## config.mk

```make
export PLATFORM = sky130hd
export DESIGN_NAME = dili_reduce_pipe
export DESIGN_NICKNAME = d
export VERILOG_FILES = /design/src/rtl/dili_pkg.sv /design/src/rtl/dili_reduce_lane.sv /design/src/rtl/dili_reduce_pipe.sv
export SDC_FILE = /design/constraint.sdc
export NUM_CORES = 2
export LEC_CHECK = 0
export ABC_CLOCK_PERIOD_IN_PS = 7100
export CORE_MARGIN = 2
export CORE_UTILIZATION = 32
export CTS_CLUSTER_DIAMETER = 30
export DETAILED_ROUTE_END_ITERATION = 8
export HOLD_SLACK_MARGIN = 0.03
export MAX_ROUTING_LAYER = met4
export PLACE_DENSITY = 0.48
export SYNTH_ARGS = -nofsm -noshare
export SYNTH_HDL_FRONTEND = slang
export SYNTH_SLANG_ARGS = --single-unit
```

## constraint.sdc

```tcl
create_clock -name clk_i -period 7.1 [get_ports clk_i]
set_clock_uncertainty 0.05 [all_clocks]
set_input_delay 0.71 -clock clk_i [delete_from_list [all_inputs] [get_ports clk_i]]
set_output_delay 0.71 -clock clk_i [all_outputs]
set_load 0.01 [all_outputs]
```

## src/rtl/dili_pkg.sv

```systemverilog
`default_nettype none
// ============================================================================
// Module      : dili_pkg
// Description : Shared constants and operation-mode encoding for the reduction pipe.
// Revision    : 1.0 - initial release
// ============================================================================
package dili_pkg;

    localparam int C_DILI_Q = 8380417;
    localparam int C_RND    = 1 << 22;
    localparam int C_SHIFT  = 23;

    typedef enum logic [1:0] {
        MODE_REDUCE32 = 2'b00,
        MODE_CADDQ    = 2'b01,
        MODE_FREEZE   = 2'b10,
        MODE_PASS     = 2'b11
    } mode_e;

endpackage
`default_nettype wire

```

## src/rtl/dili_reduce_lane.sv

```systemverilog
`default_nettype none
// ============================================================================
// Module      : dili_reduce_lane
// Description : One-lane arithmetic: quotient estimate t from raw a, and the
//               final result r from the registered S1 values.
// Revision    : 1.0 - initial release
// ============================================================================
module dili_reduce_lane
    import dili_pkg::*;
#(
    parameter int WIDTH = 32,
    parameter int Q     = C_DILI_Q
) (
    input  logic [WIDTH-1:0] a_i,
    output logic [WIDTH-1:0] t_o,
    input  logic [WIDTH-1:0] s1_a_i,
    input  logic [WIDTH-1:0] s1_t_i,
    input  mode_e            s1_mode_i,
    output logic [WIDTH-1:0] r_o
);

    localparam logic signed [WIDTH-1:0] C_QW    = WIDTH'(Q);
    localparam logic signed [WIDTH:0]   C_RND_W = (WIDTH+1)'(C_RND);

    logic signed [WIDTH:0]   w_sum;
    logic signed [WIDTH:0]   w_sh;
    logic                    w_unused_msb;
    logic signed [WIDTH-1:0] w_red;

    // One extra bit keeps a + 2^22 from wrapping at the positive extreme.
    assign w_sum        = $signed({a_i[WIDTH-1], a_i}) + C_RND_W;
    assign w_sh         = w_sum >>> C_SHIFT;
    assign t_o          = w_sh[WIDTH-1:0];
    assign w_unused_msb = w_sh[WIDTH];

    assign w_red = $signed(s1_a_i) - $signed(s1_t_i) * C_QW;

    function automatic logic [WIDTH-1:0] caddq(input logic signed [WIDTH-1:0] x);
        return x[WIDTH-1] ? x + C_QW : x;
    endfunction

    always_comb begin
        r_o = s1_a_i;
        case (s1_mode_i)
            MODE_REDUCE32: r_o = w_red;
            MODE_CADDQ:    r_o = caddq($signed(s1_a_i));
            MODE_FREEZE:   r_o = caddq(w_red);
            default:       r_o = s1_a_i;
        endcase
    end

endmodule
`default_nettype wire

```

## src/rtl/dili_reduce_pipe.sv

```systemverilog
`default_nettype none
// ============================================================================
// Module      : dili_reduce_pipe
// Description : Two-stage valid/ready pipe applying reduce32/caddq/freeze/pass
//               across LANES coefficients. Define DILI_REDUCE_CNT_EN to enable
//               the output-beat counter on cnt_o.
// Revision    : 1.0 - initial release
// ============================================================================
module dili_reduce_pipe
    import dili_pkg::*;
#(
    parameter int WIDTH = 32,
    parameter int LANES = 4,
    parameter int Q     = C_DILI_Q
) (
    input  logic                   clk_i,
    input  logic                   rst_i,
    input  logic [1:0]             mode_i,
    input  logic                   in_valid_i,
    output logic                   in_ready_o,
    input  logic [LANES*WIDTH-1:0] a_i,
    output logic                   out_valid_o,
    input  logic                   out_ready_i,
    output logic [LANES*WIDTH-1:0] r_o,
    output logic [15:0]            cnt_o
);

    localparam int C_LW = LANES * WIDTH;

    logic            s1_valid_q;
    logic            s2_valid_q;
    logic [C_LW-1:0] s1_a_q;
    logic [C_LW-1:0] s1_t_q;
    mode_e           s1_mode_q;
    logic [C_LW-1:0] r_q;
    logic [C_LW-1:0] t_d;
    logic [C_LW-1:0] r_d;
    logic            w_s2_free;
    logic            w_accept;

    assign w_s2_free   = !s2_valid_q || out_ready_i;
    assign in_ready_o  = !s2_valid_q || out_ready_i || !s1_valid_q;
    assign w_accept    = in_valid_i && in_ready_o;
    assign out_valid_o = s2_valid_q;
    assign r_o         = r_q;

    always_ff @(posedge clk_i) begin
        if (rst_i) begin
            s1_valid_q <= 1'b0;
            s2_valid_q <= 1'b0;
            r_q        <= '0;
        end else begin
            if (w_s2_free) begin
                s2_valid_q <= s1_valid_q;
                if (s1_valid_q) begin
                    r_q <= r_d;
                end
            end
            if (in_ready_o) begin
                s1_valid_q <= in_valid_i;
            end
        end
    end

    // S1 data only moves on an accepted beat; empty stages keep stale contents.
    always_ff @(posedge clk_i) begin
        if (w_accept) begin
            s1_a_q    <= a_i;
            s1_t_q    <= t_d;
            s1_mode_q <= mode_e'(mode_i);
        end
    end

    for (genvar k = 0; k < LANES; k++) begin : g_lane
        dili_reduce_lane #(
            .WIDTH (WIDTH),
            .Q     (Q)
        ) u_lane (
            .a_i       (a_i[k*WIDTH +: WIDTH]),
            .t_o       (t_d[k*WIDTH +: WIDTH]),
            .s1_a_i    (s1_a_q[k*WIDTH +: WIDTH]),
            .s1_t_i    (s1_t_q[k*WIDTH +: WIDTH]),
            .s1_mode_i (s1_mode_q),
            .r_o       (r_d[k*WIDTH +: WIDTH])
        );
    end

`ifdef DILI_REDUCE_CNT_EN
    logic [15:0] cnt_q;
    logic        w_xfer;

    assign w_xfer = s2_valid_q && out_ready_i;

    always_ff @(posedge clk_i) begin
        if (rst_i) begin
            cnt_q <= '0;
        end else if (w_xfer) begin
            cnt_q <= cnt_q + 16'd1;
        end
    end

    assign cnt_o = cnt_q;
`else
    assign cnt_o = '0;
`endif

endmodule
`default_nettype wire

```

== Yosys cells after proc, flatten, opt, wreduce, memory -nomap -nowiden ==
Cells that the tools add are included.

* Register bits after elaboration: 366
* Bits in latches: 0
* Bits in writable memories: 0
* Memory bits (read-only): 0
* Input port bits: 134
* Output and inout port bits: 146
* Logic and storage cells: 47
* Memories: 0

* Add/sub/neg operators: 16
* Multiply operators: 4
* Divide/modulo/power cells: 0
* $lt $le $gt $ge: 0
* Equal/unequal tests: 2
* Shifts and indexed selects: 0
* Muxes and demuxes: 12
* Bitwise operators: 0
* Reduce and logical (&&, ||, !) cells: 7

{| class="wikitable"
|+ Operators by type and width
! operator !! count
|-
| $pmux 32 s3 || 4
|-
| $add 32x24->32 const B || 8
|-
| $mux 32 || 8
|-
| $add 32x24->33 const B || 4
|-
| $sub 32x32->32 || 4
|-
| $mul 32x24->32 const B || 3
|-
| $mul 10x24->32 const B || 1
|-
| $eq 2x1->1 const B || 1
|-
| $eq 2x2->1 const B || 1
|-
| $logic_not 1->1 || 2
|-
| $logic_not 2->1 || 1
|-
| $logic_or 1x1->1 || 2
|-
| $reduce_and 2->1 || 1
|-
| $logic_and 1x1->1 || 1
|}

== Depth between registers and ports, before layout ==
* Depth after elaboration: 5
* Gate-level depth with buffers: 28
* Gate-level depth less buffers: 27

== Cells and area by module ==
Synthesis repeated with hierarchy kept, for this count alone.

* Cells, all modules: 5,297
* Area, all modules: 50,070.5 µm²

{| class="wikitable"
|+ By module, submodules not included
! module !! times used !! cells an instance !! area an instance (µm²) !! seq. area each (µm²)
|-
| dili_reduce_pipe || 1 || 839 || 13,780.7 || 10,349.9
|-
| dili_reduce_lane at g_lane[3].u_lane || 1 || 1,120 || 9,131.3 || 0.0
|-
| dili_reduce_lane at g_lane[2].u_lane || 1 || 1,110 || 9,116.2 || 0.0
|-
| dili_reduce_lane at g_lane[0].u_lane || 1 || 1,121 || 9,072.5 || 0.0
|-
| dili_reduce_lane at g_lane[1].u_lane || 1 || 1,107 || 8,969.9 || 0.0
|}

== Least setup slack after synthesis ==
No wires, ideal clock.

* Path kind: register to register
* Start: register s1_t_q[95]
* End: register r_q[76] (netlist: r_o[76])
* Library setup time: 128 ps
* Arrival: 7,524 ps
* Data required time: 6,922 ps
* Slack: -601 ps
* Stages on the path, launching flop included: 26
* Buffers on the path: 0
* Clock period less this slack: 7,701 ps
* Path through: edfxtp_1 > inv_1 > ha_1 > xor2_1 > inv_1 > fa_1 > fa_1 > fa_1 > inv_1 > fa_1 > fa_1 > inv_1 > fa_1 > ha_1 > and2_1 > nand2_1 > nand2_1 > a211o_1 > a21o_1 > a31oi_1 > xnor2_1 > nand2_1 > or4b_2 > xnor2_1 > a221oi_1 > nor2_1

* Word-level cells in the longest chain between the ends: 4

{| class="wikitable"
|+ Ends and longest elaborated chain
! what !! RTL line !! source
|-
| start: declaration || dili_reduce_pipe.sv:33 || <nowiki>logic [C_LW-1:0] s1_t_q;</nowiki>
|-
| start signal: assignment || dili_reduce_pipe.sv:69 || <nowiki>s1_t_q <= t_d;</nowiki>
|-
| $mul 32x24->32 || dili_reduce_lane.sv:36 || <nowiki>assign w_red = $signed(s1_a_i) - $signed(s1_t_i) * C_QW;</nowiki>
|-
| $sub 32x32->32 || dili_reduce_lane.sv:36 ||
|-
| $mux 32 || dili_reduce_lane.sv:39 || <nowiki>return x[WIDTH-1] ? x + C_QW : x;</nowiki>
|-
| $pmux 32 s3 || dili_reduce_lane.sv:44 || <nowiki>case (s1_mode_i)</nowiki>
|-
| end signal: assignment || dili_reduce_pipe.sv:56 || <nowiki>r_q <= r_d;</nowiki>
|-
| end: declaration || dili_reduce_pipe.sv:35 || <nowiki>logic [C_LW-1:0] r_q;</nowiki>
|}

Every way passes these cells.
A chain may end at the register's enable or synchronous reset.

== Final worst setup path ==
* Start: register s1_t_q[38]
* End: register r_q[49] (netlist: r_o[49])

* Word-level cells in the longest chain between the ends: 5

{| class="wikitable"
|+ Ends and longest elaborated chain
! what !! RTL line
|-
| $mul 32x24->32 (*) || dili_reduce_lane.sv:36
|-
| $sub 32x32->32 (*) || dili_reduce_lane.sv:36
|-
| $add 32x24->32 || dili_reduce_lane.sv:39
|-
| $mux 32 || dili_reduce_lane.sv:39
|-
| $pmux 32 s3 (*) || dili_reduce_lane.sv:44
|}

Every way passes the cells marked *; elsewhere a longest branch is shown, timed or not.

==> flow_metrics.env <==
export IMPL_antenna_found_initial=6
export IMPL_hold_class="primary input to flop"
export IMPL_final_common_cell="inv_1"
export IMPL_seq_area_mm2=0.00771
export IMPL_start_kind="flop"
export IMPL_synth_edf_count=170
export IMPL_dr_total_vias=33197
export IMPL_gp_congestion=0.913
export IMPL_syn_area_per_cell_um2=9.01
export IMPL_fin_util=0.413
export IMPL_violations="negative setup slack"
export IMPL_clockBufferDepth=3
export IMPL_yosys_warnings=0
export IMPL_postSynth_asyncResetShare=0
export IMPL_endpoint_kind="flop"
export IMPL_antenna_left=0
export IMPL_dieHeight_um=355
export IMPL_synth_ff_type="edfxtp_1"
export IMPL_crit_required_ns=7.68
export IMPL_fin_crit_ns=7.11
export IMPL_grt_pass1_vias=33566
export IMPL_relSlewSlack=0.287
export IMPL_grt_busiest_layer="met2"
export IMPL_path_buf_inv=5
export IMPL_dpl_hpwl_um=113000
export IMPL_grt_max_degree=129
export IMPL_hold_viol=0
export IMPL_timing_fmax_ghz=0.141
export IMPL_rsz0062_at_grt="true"
export IMPL_multi_input_area_mm2=0.0294
export IMPL_grt_util_met1=0.298
export IMPL_use_met2=0.346
export IMPL_tightest_slew_ns=1.06
export IMPL_post_route_period_util=1.00
export IMPL_setup_tns_ns=-0.00526
export IMPL_crit_top_cell="fa_1"
export IMPL_slowest_stage="fa_1"
export IMPL_cts_tree="done"
export IMPL_rows=128
export IMPL_syn_area_mm2=0.0394
export IMPL_core_mm2=0.122
export IMPL_clk_pin_slew_ns=0.04
export IMPL_cpPeakStageDelay_ns=0.57
export IMPL_clockRootBuffer="clkbuf_16"
export IMPL_setup_viol=1
export IMPL_htree_levels=3
export IMPL_fillers=12272
export IMPL_setup_ws_ns=-0.00526
export IMPL_die_area_mm2=0.126
export IMPL_vias_per_cell=5.03
export IMPL_start_util=0.323
export IMPL_maxCapViolCount=0
export IMPL_grtUsageMet3=0.0523
export IMPL_crit_path_max_fanout=5
export IMPL_criticalPathCategory="flop to flop"
export IMPL_mostFrequentLayoutCells="inv_1, ha_1, fa_1"
export IMPL_die_w_um=355
export IMPL_dr_pass1_iters=6
export IMPL_cp_data_arrival_time_ns=7.68
export IMPL_cts_sinks=300
export IMPL_ys_types=99
export IMPL_post_drt_wl_per_cell_um=21.2
export IMPL_overflow=0
export IMPL_worstSkewPairLatency_ns=0.73
export IMPL_wirelength_um=140000
export IMPL_grt_pass1_wl_um=208000
export IMPL_grt_use_total=0.227
export IMPL_ys_ff_latch=300
export IMPL_synthCells=4374
export IMPL_status="finished, violations left"
export IMPL_yosysSeqAreaShare=0.195
export IMPL_final_max_slew_violation_count=0
export IMPL_route_detailed_drc=0
export IMPL_numCtsBuffers=108
export IMPL_portBuffers=263
export IMPL_io_pins=280
export IMPL_synthToLayoutAreaGrowth_pct=27.9
export IMPL_final_nets=5961
export IMPL_drive_gt1_frac=0.130
export IMPL_drtIter0Drc=2221
export IMPL_critical_path_top_delay_family="adder cells"
## synth_stat cells, types with 36 or more instances
library cell	number	share of area
a21oi_1	175	0.022
a21o_1	59	0.011
a31oi_1	36	0.0057
a22oi_1	46	0.0088
fa_1	323	0.16
xor2_1	108	0.024
clkbuf_1	109	0.010
nor4_1	36	0.0057
o211ai_1	41	0.0078
inv_1	763	0.073
nand3_1	121	0.015
nor3_1	107	0.014
xnor2_1	256	0.057
ha_1	631	0.20
dfxtp_1	130	0.066
nand2_1	274	0.026
nor2_1	223	0.021
nand4_1	53	0.0084
o21ai_0	176	0.022
edfxtp_1	170	0.13
## worst paths after layout
| check | start | to | slack, ns | depth (start not counted) |
|---|---|---|---|---|
| max | s1_t_q[38] | r_o[49] | -0.005 | 25 |
| min | rst_i | r_o[87] | 0.37 | 2 |
| max reg2reg | s1_t_q[38] | r_o[49] | -0.005 | 25 |
| min reg2reg | r_o[99] | r_o[99] | 0.39 | 2 |
## per-stage QoR
stage / hold slack, ns / worst slack [ns] / instances / cell area, um^2
floorplan: 0.413 / -0.135 / 4389 / 39700
CTS: 0.328 / -0.00525 / 6554 / 49200
global route: 0.375 / -0.322 / 6596 / 50400
global placement: 0.386 / -0.0503 / 6347 / 45400
finish: 0.372 / -0.00526 / 6596 / 50400
detailed placement: 0.391 / -0.0802 / 6347 / 45400
## logic make-up after synthesis
logic type               Yosys count  synth area share
AND/OR/NAND/NOR                 1041             0.132
adder cells (fa/ha/maj)          955             0.364
buffers and inverters            897            0.0871
AO/OA/AOI/OAI                    787             0.132
XOR/XNOR                         367            0.0821
flip-flops                       300             0.195
multiplexers                      26           0.00685
other                              1         0.0000951
## sequential cells by signal, summed over array words and instances, names as in the netlist
name and cells:
r_o 128, s1_valid_q 1, s1_t_q 40, out_valid_o 1, s1_mode_q 2, s1_a_q 128
## area by class of cell
| type | count | share of cell area |
|---|---|---|
| Clock inverter | 72 | 0.0182 |
| Sequential cell | 300 | 0.153 |
| Clock buffer | 134 | 0.0577 |
| Tap cell | 1625 | 0.0403 |
| Antenna cell | 2 | 0.0000992 |
| Inverter | 763 | 0.0570 |
| Multi-Input combinational cell | 3192 | 0.584 |
| Timing Repair Buffer | 508 | 0.0903 |
## layer usage
metal	wire, um	up-vias
met5	0	-
met2	62100	986
li1	-	15991
met4	4150	0
met3	9980	191
met1	63600	16029
## repair_timing
item	CTS	global route
pin swaps	1	107
gates cloned	0	0
hold buffers	0	0
setup endpoints to repair	12	89
buffers inserted	1	41
gates resized for setup	7	190
Power is not shown: default switching activity piles up to over one toggle a cycle in this logic, so the estimate is an artifact.
